File: config.mk
export PLATFORM = sky130hd
export DESIGN_NAME = seg7_result_display
export DESIGN_NICKNAME = d
export VERILOG_FILES = /design/src/rtl/seg7_result_display_pkg.sv /design/src/rtl/bin2bcd_seq.sv /design/src/rtl/seg7_result_display.sv
export SDC_FILE = /design/constraint.sdc
export NUM_CORES = 1
export LEC_CHECK = 0
export CORE_MARGIN = 4
export CORE_UTILIZATION = 41
export CTS_BUF_LIST = sky130_fd_sc_hd__clkbuf_16
export DETAILED_ROUTE_END_ITERATION = 16
export PLACE_DENSITY = 0.69
export SKIP_CTS_REPAIR_TIMING = 1
export SYNTH_ARGS = -nofsm -noshare
export SYNTH_HDL_FRONTEND = slang
export SYNTH_SLANG_ARGS = --single-unit
File: constraint.sdc
create_clock -name clk -period 3.3 [get_ports clk]
set_input_delay 0.66 -clock clk [delete_from_list [all_inputs] [get_ports clk]]
set_output_delay 0.66 -clock clk [all_outputs]
set_load 0.005 [all_outputs]
File: src/rtl/seg7_result_display_pkg.sv
// Shared types and constants for the signed-result seven-segment display.
package seg7_result_display_pkg;

    localparam int W    = 16;  // signed input width
    localparam int NDIG = 5;   // BCD digits, enough for magnitude 32768

    typedef enum logic {
        IDLE = 1'b0,
        CONV = 1'b1
    } state_t;

    // Segment codes, bit order {g,f,e,d,c,b,a}, active-low
    localparam logic [6:0] SEG_0     = 7'b1000000;
    localparam logic [6:0] SEG_1     = 7'b1111001;
    localparam logic [6:0] SEG_2     = 7'b0100100;
    localparam logic [6:0] SEG_3     = 7'b0110000;
    localparam logic [6:0] SEG_4     = 7'b0011001;
    localparam logic [6:0] SEG_5     = 7'b0010010;
    localparam logic [6:0] SEG_6     = 7'b0000010;
    localparam logic [6:0] SEG_7     = 7'b1111000;
    localparam logic [6:0] SEG_8     = 7'b0000000;
    localparam logic [6:0] SEG_9     = 7'b0010000;
    localparam logic [6:0] SEG_MINUS = 7'b0111111;
    localparam logic [6:0] SEG_BLANK = 7'b1111111;

    // BCD digit to segment pattern; non-decimal codes show blank
    function automatic logic [6:0] seg_of_digit(input logic [3:0] d);
        logic [6:0] s;
        case (d)
            4'd0:    s = SEG_0;
            4'd1:    s = SEG_1;
            4'd2:    s = SEG_2;
            4'd3:    s = SEG_3;
            4'd4:    s = SEG_4;
            4'd5:    s = SEG_5;
            4'd6:    s = SEG_6;
            4'd7:    s = SEG_7;
            4'd8:    s = SEG_8;
            4'd9:    s = SEG_9;
            default: s = SEG_BLANK;
        endcase
        return s;
    endfunction

endpackage

File: src/rtl/bin2bcd_seq.sv
// Sequential double-dabble converter: one bit per clock, W clocks per result.
// Handshake: start is honoured only while busy=0 and launches a conversion;
// done is high for exactly the cycle whose rising edge completes the final
// step, and bcd carries the finished result only during that cycle.
module bin2bcd_seq #(
    parameter int W    = seg7_result_display_pkg::W,
    parameter int NDIG = seg7_result_display_pkg::NDIG
) (
    input  logic              clk,
    input  logic              rst,
    input  logic              start,
    input  logic [W-1:0]      bin,
    output logic              busy,
    output logic              done,
    output logic [4*NDIG-1:0] bcd
);
    import seg7_result_display_pkg::*;

    localparam int CW = $clog2(W);

    state_t            state_q, state_d;
    logic [CW-1:0]     cnt_q, cnt_d;
    logic [W-1:0]      bin_q, bin_d;
    logic [4*NDIG-1:0] bcd_q, bcd_d;
    logic [4*NDIG-1:0] adj;

    // Add-3 correction on every digit that would overflow when doubled
    always_comb begin
        adj = bcd_q;
        for (int k = 0; k < NDIG; k++) begin
            if (bcd_q[4*k +: 4] >= 4'd5) begin
                adj[4*k +: 4] = bcd_q[4*k +: 4] + 4'd3;
            end
        end
    end

    // Next-state: load on start, then correct-and-shift one bit per cycle
    always_comb begin
        state_d = state_q;
        cnt_d   = cnt_q;
        bin_d   = bin_q;
        bcd_d   = bcd_q;
        done    = 1'b0;
        case (state_q)
            IDLE: begin
                if (start) begin
                    bin_d   = bin;
                    bcd_d   = '0;
                    cnt_d   = '0;
                    state_d = CONV;
                end
            end
            CONV: begin
                {bcd_d, bin_d} = {adj[4*NDIG-2:0], bin_q, 1'b0};
                cnt_d          = cnt_q + 1'b1;
                if (cnt_q == CW'(W - 1)) begin
                    state_d = IDLE;
                    done    = 1'b1;
                end
            end
            default: state_d = IDLE;
        endcase
    end

    // Single state register; reset aborts any conversion in flight
    always_ff @(posedge clk) begin
        if (rst) begin
            state_q <= IDLE;
            cnt_q   <= '0;
            bin_q   <= '0;
            bcd_q   <= '0;
        end else begin
            state_q <= state_d;
            cnt_q   <= cnt_d;
            bin_q   <= bin_d;
            bcd_q   <= bcd_d;
        end
    end

    assign busy = (state_q == CONV);
    assign bcd  = bcd_d;

endmodule

File: src/rtl/seg7_result_display.sv
// Signed result display: captures a two's-complement value, converts its
// magnitude to BCD and multiplexes a 4-digit window of {sign, d4..d0} onto
// an active-low common-anode display.
module seg7_result_display #(
    parameter int W    = seg7_result_display_pkg::W,
    parameter int NDIG = seg7_result_display_pkg::NDIG
) (
    input  logic         clk,
    input  logic         rst,
    input  logic         tick,
    input  logic         load,
    input  logic [W-1:0] value,
    input  logic [1:0]   win,
    output logic         busy,
    output logic         valid,
    output logic [3:0]   anode,
    output logic [6:0]   seg
);
    import seg7_result_display_pkg::*;

    logic              start;
    logic [W-1:0]      mag;
    logic              conv_busy;
    logic              conv_done;
    logic [4*NDIG-1:0] conv_bcd;

    logic              sign_pend_q, sign_pend_d;
    logic              sign_q, sign_d;
    logic              valid_q, valid_d;
    logic [4*NDIG-1:0] digits_q, digits_d;
    logic [1:0]        p_q, p_d;
    logic [3:0]        anode_q, anode_d;
    logic [6:0]        seg_q, seg_d;

    logic [1:0]        win_eff;
    logic [2:0]        sym_idx;
    logic [6:0]        sym [8];
    logic              zero_run;

    // A load arriving mid-conversion is dropped
    assign start = load & ~conv_busy;

    // Magnitude as unsigned W bits, so the most negative value maps to 2^(W-1)
    always_comb begin
        mag = value[W-1] ? (~value + 1'b1) : value;
    end

    bin2bcd_seq #(
        .W    (W),
        .NDIG (NDIG)
    ) u_conv (
        .clk   (clk),
        .rst   (rst),
        .start (start),
        .bin   (mag),
        .busy  (conv_busy),
        .done  (conv_done),
        .bcd   (conv_bcd)
    );

    // Build the symbol string with leading-zero blanking; d0 always shows
    always_comb begin
        for (int i = 0; i < 8; i++) begin
            sym[i] = SEG_BLANK;
        end
        zero_run = 1'b1;
        for (int k = NDIG - 1; k >= 0; k--) begin
            zero_run = zero_run & (digits_q[4*k +: 4] == 4'd0);
            if (zero_run && (k != 0)) begin
                sym[k] = SEG_BLANK;
            end else begin
                sym[k] = seg_of_digit(digits_q[4*k +: 4]);
            end
        end
        sym[NDIG] = sign_q ? SEG_MINUS : SEG_BLANK;
    end

    // Display data, scan position and registered anode/segment drive
    always_comb begin
        sign_pend_d = start ? value[W-1] : sign_pend_q;
        digits_d    = conv_done ? conv_bcd : digits_q;
        sign_d      = conv_done ? sign_pend_q : sign_q;
        valid_d     = valid_q | conv_done;
        p_d         = tick ? (p_q + 2'd1) : p_q;
        win_eff     = (win == 2'd3) ? 2'd2 : win;
        sym_idx     = 3'(win_eff) + 3'(p_q);
        anode_d     = ~(4'b0001 << p_q);
        seg_d       = valid_q ? sym[sym_idx] : SEG_BLANK;
    end

    // Display registers; reset wins over load and tick
    always_ff @(posedge clk) begin
        if (rst) begin
            sign_pend_q <= 1'b0;
            sign_q      <= 1'b0;
            valid_q     <= 1'b0;
            digits_q    <= '0;
            p_q         <= 2'd0;
            anode_q     <= 4'b1110;
            seg_q       <= SEG_BLANK;
        end else begin
            sign_pend_q <= sign_pend_d;
            sign_q      <= sign_d;
            valid_q     <= valid_d;
            digits_q    <= digits_d;
            p_q         <= p_d;
            anode_q     <= anode_d;
            seg_q       <= seg_d;
        end
    end

    assign busy  = conv_busy;
    assign valid = valid_q;
    assign anode = anode_q;
    assign seg   = seg_q;

endmodule

# Word level (Yosys, flattened, before mapping)
# Memory sizes are Yosys's and may differ from the RTL's. A register that Yosys moved wholly into a read port is not among the register bits.
# Index checks and enable logic that the tools add are counted.
[op_classes] n_addsub=9 n_reduce_logical=5 bitwise_logic=10 magnitude_cmp=6 mux=36 n_eq_ne=3 shift=1
[op_table] op="2-to-1 mux 4 bit" n=15
[op_table] op="2-to-1 mux 7 bit" n=7
[op_table] op="one-hot mux 20 bit (2 select lines)" n=1
[op_table] op="2-to-1 mux 16 bit" n=2
[op_table] op="one-hot mux 16 bit (2 select lines)" n=1
[op_table] op="binary-select mux 7 bit (select 3 bit)" n=1
[op_table] op="greater-or-equal comparator 4 x 3 -> 1 bit, second input constant" n=5
[op_table] op="2-to-1 mux 20 bit" n=1
[op_table] op="adder 16 x 1 -> 16 bit, second input constant" n=1
[op_table] op="adder 4 x 2 -> 4 bit, second input constant" n=4
[op_table] op="logical NOT 4 bit" n=4
[op_table] op="NOT 16 bit" n=1
[op_table] op="one-hot mux 4 bit (2 select lines)" n=1
[op_table] op="adder 4 x 1 -> 4 bit, second input constant" n=1
[op_table] op="AND 1 bit" n=4
[op_table] op="equality test 4 bit, second input constant" n=1
[op_table] op="greater-or-equal comparator 4 bit, second input constant" n=1
[op_table] op="2-to-1 mux 1 bit" n=4
[op_table] op="NOT 3 -> 4 bit" n=1
[op_table] op="NOT 4 bit" n=1
[op_table] op="<< shifter 1 x 2 -> 4 bit, first input constant" n=1
[op_table] op="adder 2 x 2 -> 3 bit" n=1
[op_table] op="adder 3 x 2 -> 3 bit, second input constant" n=1
[op_table] op="2-to-1 mux 3 bit" n=1
[op_table] op="8 further kinds" n=9
[totals] in_bits=22 wordCells=86 output_inout_bits=13 mem_count=5 register_bits=77 mem_bits_ro=560
[mem_list] memory="(no name shown)" words=16 width=7 rd=1 rd_ports_with_merged_regs=1 write_ports=0 line_no="seg7_result_display_pkg.sv:29" rtl="case (d)"
[mem_list] memory="(no name shown)" words=16 width=7 rd=1 rd_ports_with_merged_regs=1 write_ports=0 line_no="seg7_result_display_pkg.sv:29"
[mem_list] memory="(no name shown)" words=16 width=7 rd=1 rd_ports_with_merged_regs=1 write_ports=0 line_no="seg7_result_display_pkg.sv:29"
[mem_list] memory="(no name shown)" words=16 width=7 rd=1 rd_ports_with_merged_regs=1 write_ports=0 line_no="seg7_result_display_pkg.sv:29"
[mem_list] memory="(no name shown)" words=16 width=7 rd=1 rd_ports_with_merged_regs=1 write_ports=0 line_no="seg7_result_display_pkg.sv:29"

# Longest topological paths before layout
[logic_depth] word_depth=8 depth_mapped=12 mapped_depth_nobuf=11

# Hierarchy
# A second synthesis with hierarchy kept.
[unflattened] cells_unflattened=683 area_unflattened_um2=5948.2
[modules_own_cells] mod="seg7_result_display" instances=1 cells_each=389 area_each_um2=3627.2 seq_area_each_um2=1421.4
[modules_own_cells] mod="bin2bcd_seq" instances=1 cells_each=294 area_each_um2=2321.0 seq_area_each_um2=820.8

# Worst setup path before layout
# OpenSTA, ideal clock, no wires.
[synth_timing] path_kind="input -> register" from="in rst" to="reg (tool-made name)" n_path_buf=3 required_ns=3.234 setup_ns=0.066 path_slack_ns=0.789 path_stages=9 t_arrival_ns=2.445 cell_sequence="buf_2 inv_1 clkbuf_1 clkbuf_1 and2_1 inv_1 ha_1 a2111oi_4 a2bb2oi_2"
[synth_rtl] item="from (decl)" line_no="seg7_result_display.sv:9" rtl="input logic rst,"

==> flow_summary.ini <==
[cells_and_area]
seq_area_mm2 = 0.00224
num-fill-cells = 1462
antenna_cells = 0
layout_common_cells = 111 x dfxtp_1, 57 x inv_1, 57 x nor2_1, 49 x a21oi_1, 42 x ha_1
final_common_cell = dfxtp_1
synthToLayoutAreaGrowth_pct = 13.1
multiInputGateArea_mm2 = 0.00375
fin_cells = 962
drive_gt1_share_pct = 9.99
fin_nets = 811

[floorplanning]
io_pins = 35
die_width_um = 133
core_area_mm2 = 0.0153
initial_core_util_pct = 42.1
rows = 45
die_area_mm2 = 0.0177
die_h_um = 133

[global_route]
grt_pass1_wl_mm = 23.8
antenna_found_initial = 0
grt_overflow = 0
first_global_vias = 4782
grt_max_degree = 71
grt_use_total_pct = 16.2

[yosys]
syn_area_mm2 = 0.00642
ys_async_sr_fraction_pct = 0
postSynthAreaPerCell_um2 = 8.84
synth_edf_count = 0
netlist_instances = 726
synth-seq-cells = 112
synth.distinct_cells = 84
ys_warn_count = 0
synth.area.top_cells = dfxtp_1 35%, ha_1 8.2%, a21oi_1 3.8%
synth_seq_area_share_pct = 34.9
yosysTopAreaCellShare_pct = 34.9
synth_ff_type = dfxtp_1
yosysTopAreaCell = dfxtp_1
synth.net_count = 791

[power_and_ir_drop]
power_density_mw_per_mm2 = 378
ir_drop_uv = 267
p_leak_nw = 2.77

[sta]
fin_crit_sh_pct = 83.3
skew_ns = 0.00609
fin_crit_ns = 2.75
tightest_slew_ns = 0.767
rsz0062_at_grt = false
tns_ns = 0
drv_slew = 0
hold_viol_final = 0
setup_viol = 0
maxSlewHeadroom_pct = 48.9
fmax_mhz = 364

[run_status]
outcome = finished, final reports clean

[run]
cap_violations = 0

[routing]
met2RoutedLength_mm = 6.18
num_vias = 5170
dr_wl_met3_um = 487
firstDrtPassIters = 4
vias_per_cell = 5.37
wirelength_met1_mm = 6.98
drt_iter0_markers = 347
drc = 0
wl_per_cell_um = 14.5
routed_wl_mm = 14.0
highest_layer = met4
ant_nets = 0

[clock_network]
clockBufferDepth = 2
h-tree-depth = 3
clkTransAtPathRegs_ns = 0.07
clock_sinks = 112
cts_tree = yes
cts_root_buffer = clkbuf_16
clk_latency_ns = 0.36
cts_inserted_buffers = 9

[worst_setup_path]
path_max_fanout = 7
crit_path_start_kind = flip-flop
worstPathArrival_ns = 2.99
critPathCaptureType = flip-flop
required_ns = 3.55
critical_path_class = flip-flop to flip-flop

[placement]
portBuffers = 34
dpl.cell_count = 946
dp_hpwl_mm = 10.0
gp_congestion = 0.809

[worst_hold_path]
hp-class = flip-flop to flip-flop
## final timing paths
path / startpoint / to / slack [ns] / cells after the start
worst max register to register: u_conv.bcd_q[12] / flip-flop / 0.55 / 9
worst max-delay path: u_conv.bcd_q[12] / flip-flop / 0.55 / 9
worst min register to register: u_conv.bin_q[4] / u_conv.bin_q[5] / 0.46 / 2
worst min-delay path: u_conv.bin_q[4] / u_conv.bin_q[5] / 0.46 / 2
## per-stage QoR
stage	area (µm²)	hold WS (ns)	utilization (%)	setup slack (ns)	total power, W
floorplan	6420	0.431	-	0.789	0.00157
finish	7260	0.461	47.6	0.552	0.00275
global route	7260	0.480	47.6	0.264	0.00285
detailed placement	6960	0.449	45.6	0.529	0.00166
CTS	7260	0.466	47.6	0.546	0.00278
global placement	6960	0.451	45.6	0.538	0.00166
## layer usage
layer | track usage (%) | vias up
li1 | - | 2701
met1 | 22.4 | 2361
met2 | 25.3 | 83
met3 | 3.17 | 25
met4 | 5.66 | 0
met5 | 0 | -
## Yosys cell counts, drive strengths merged (6+ instances only)
cell type,instances
inv,59
mux2i,8
a22oi,17
nor2,60
and3,6
a311oi,16
o21ai,27
a41oi,6
or3,10
o211ai,8
xor2,6
o21a,9
nor3,23
nor3b,10
buf,21
a21oi,52
dfxtp,112
ha,42
a31oi,15
o221ai,20
nor2b,11
nand2,37
clkbuf,21
xnor2,17
and2,6
nand3,8
o31ai,6
a211oi,16
## report_power, final
part / total [W] / internal (W) / switching [W]
logic: 0.000236 / 0.000102 / 0.000135
clock network: 0.00112 / 0.000597 / 0.000522
registers: 0.00139 / 0.00137 / 0.0000180
total: 0.00275 / 0.00207 / 0.000675
## cells by family after synthesis
logic type / count (synthesis) / share of synthesized area [%]
AO/OA/AOI/OAI: 229 / 27.4
AND/OR/NAND/NOR: 209 / 17.9
flip-flops: 112 / 34.9
buffers and inverters: 101 / 6.65
adder cells (fa/ha/maj): 43 / 8.50
XOR/XNOR: 23 / 3.14
multiplexers: 9 / 1.42
## critical path, stage by stage (launching register included)
cell and delay (ns):
dfxtp_1 0.45, inv_1 0.07, ha_1 0.22, nand2b_1 0.16
or3b_2 0.50, a311oi_2 0.43, inv_1 0.15, ha_1 0.23
a21boi_0 0.12, o2bb2a_1 0.30
## final cells by class
class,instances,area share (%)
tap,211,3.64
timing repair buffer,51,6.55
multi-input combinational,513,51.7
sequential,112,30.9
clock inverter,7,1.07
clock buffer,9,3.10
inverter,59,3.08
Power figures use the tool's default switching activity.
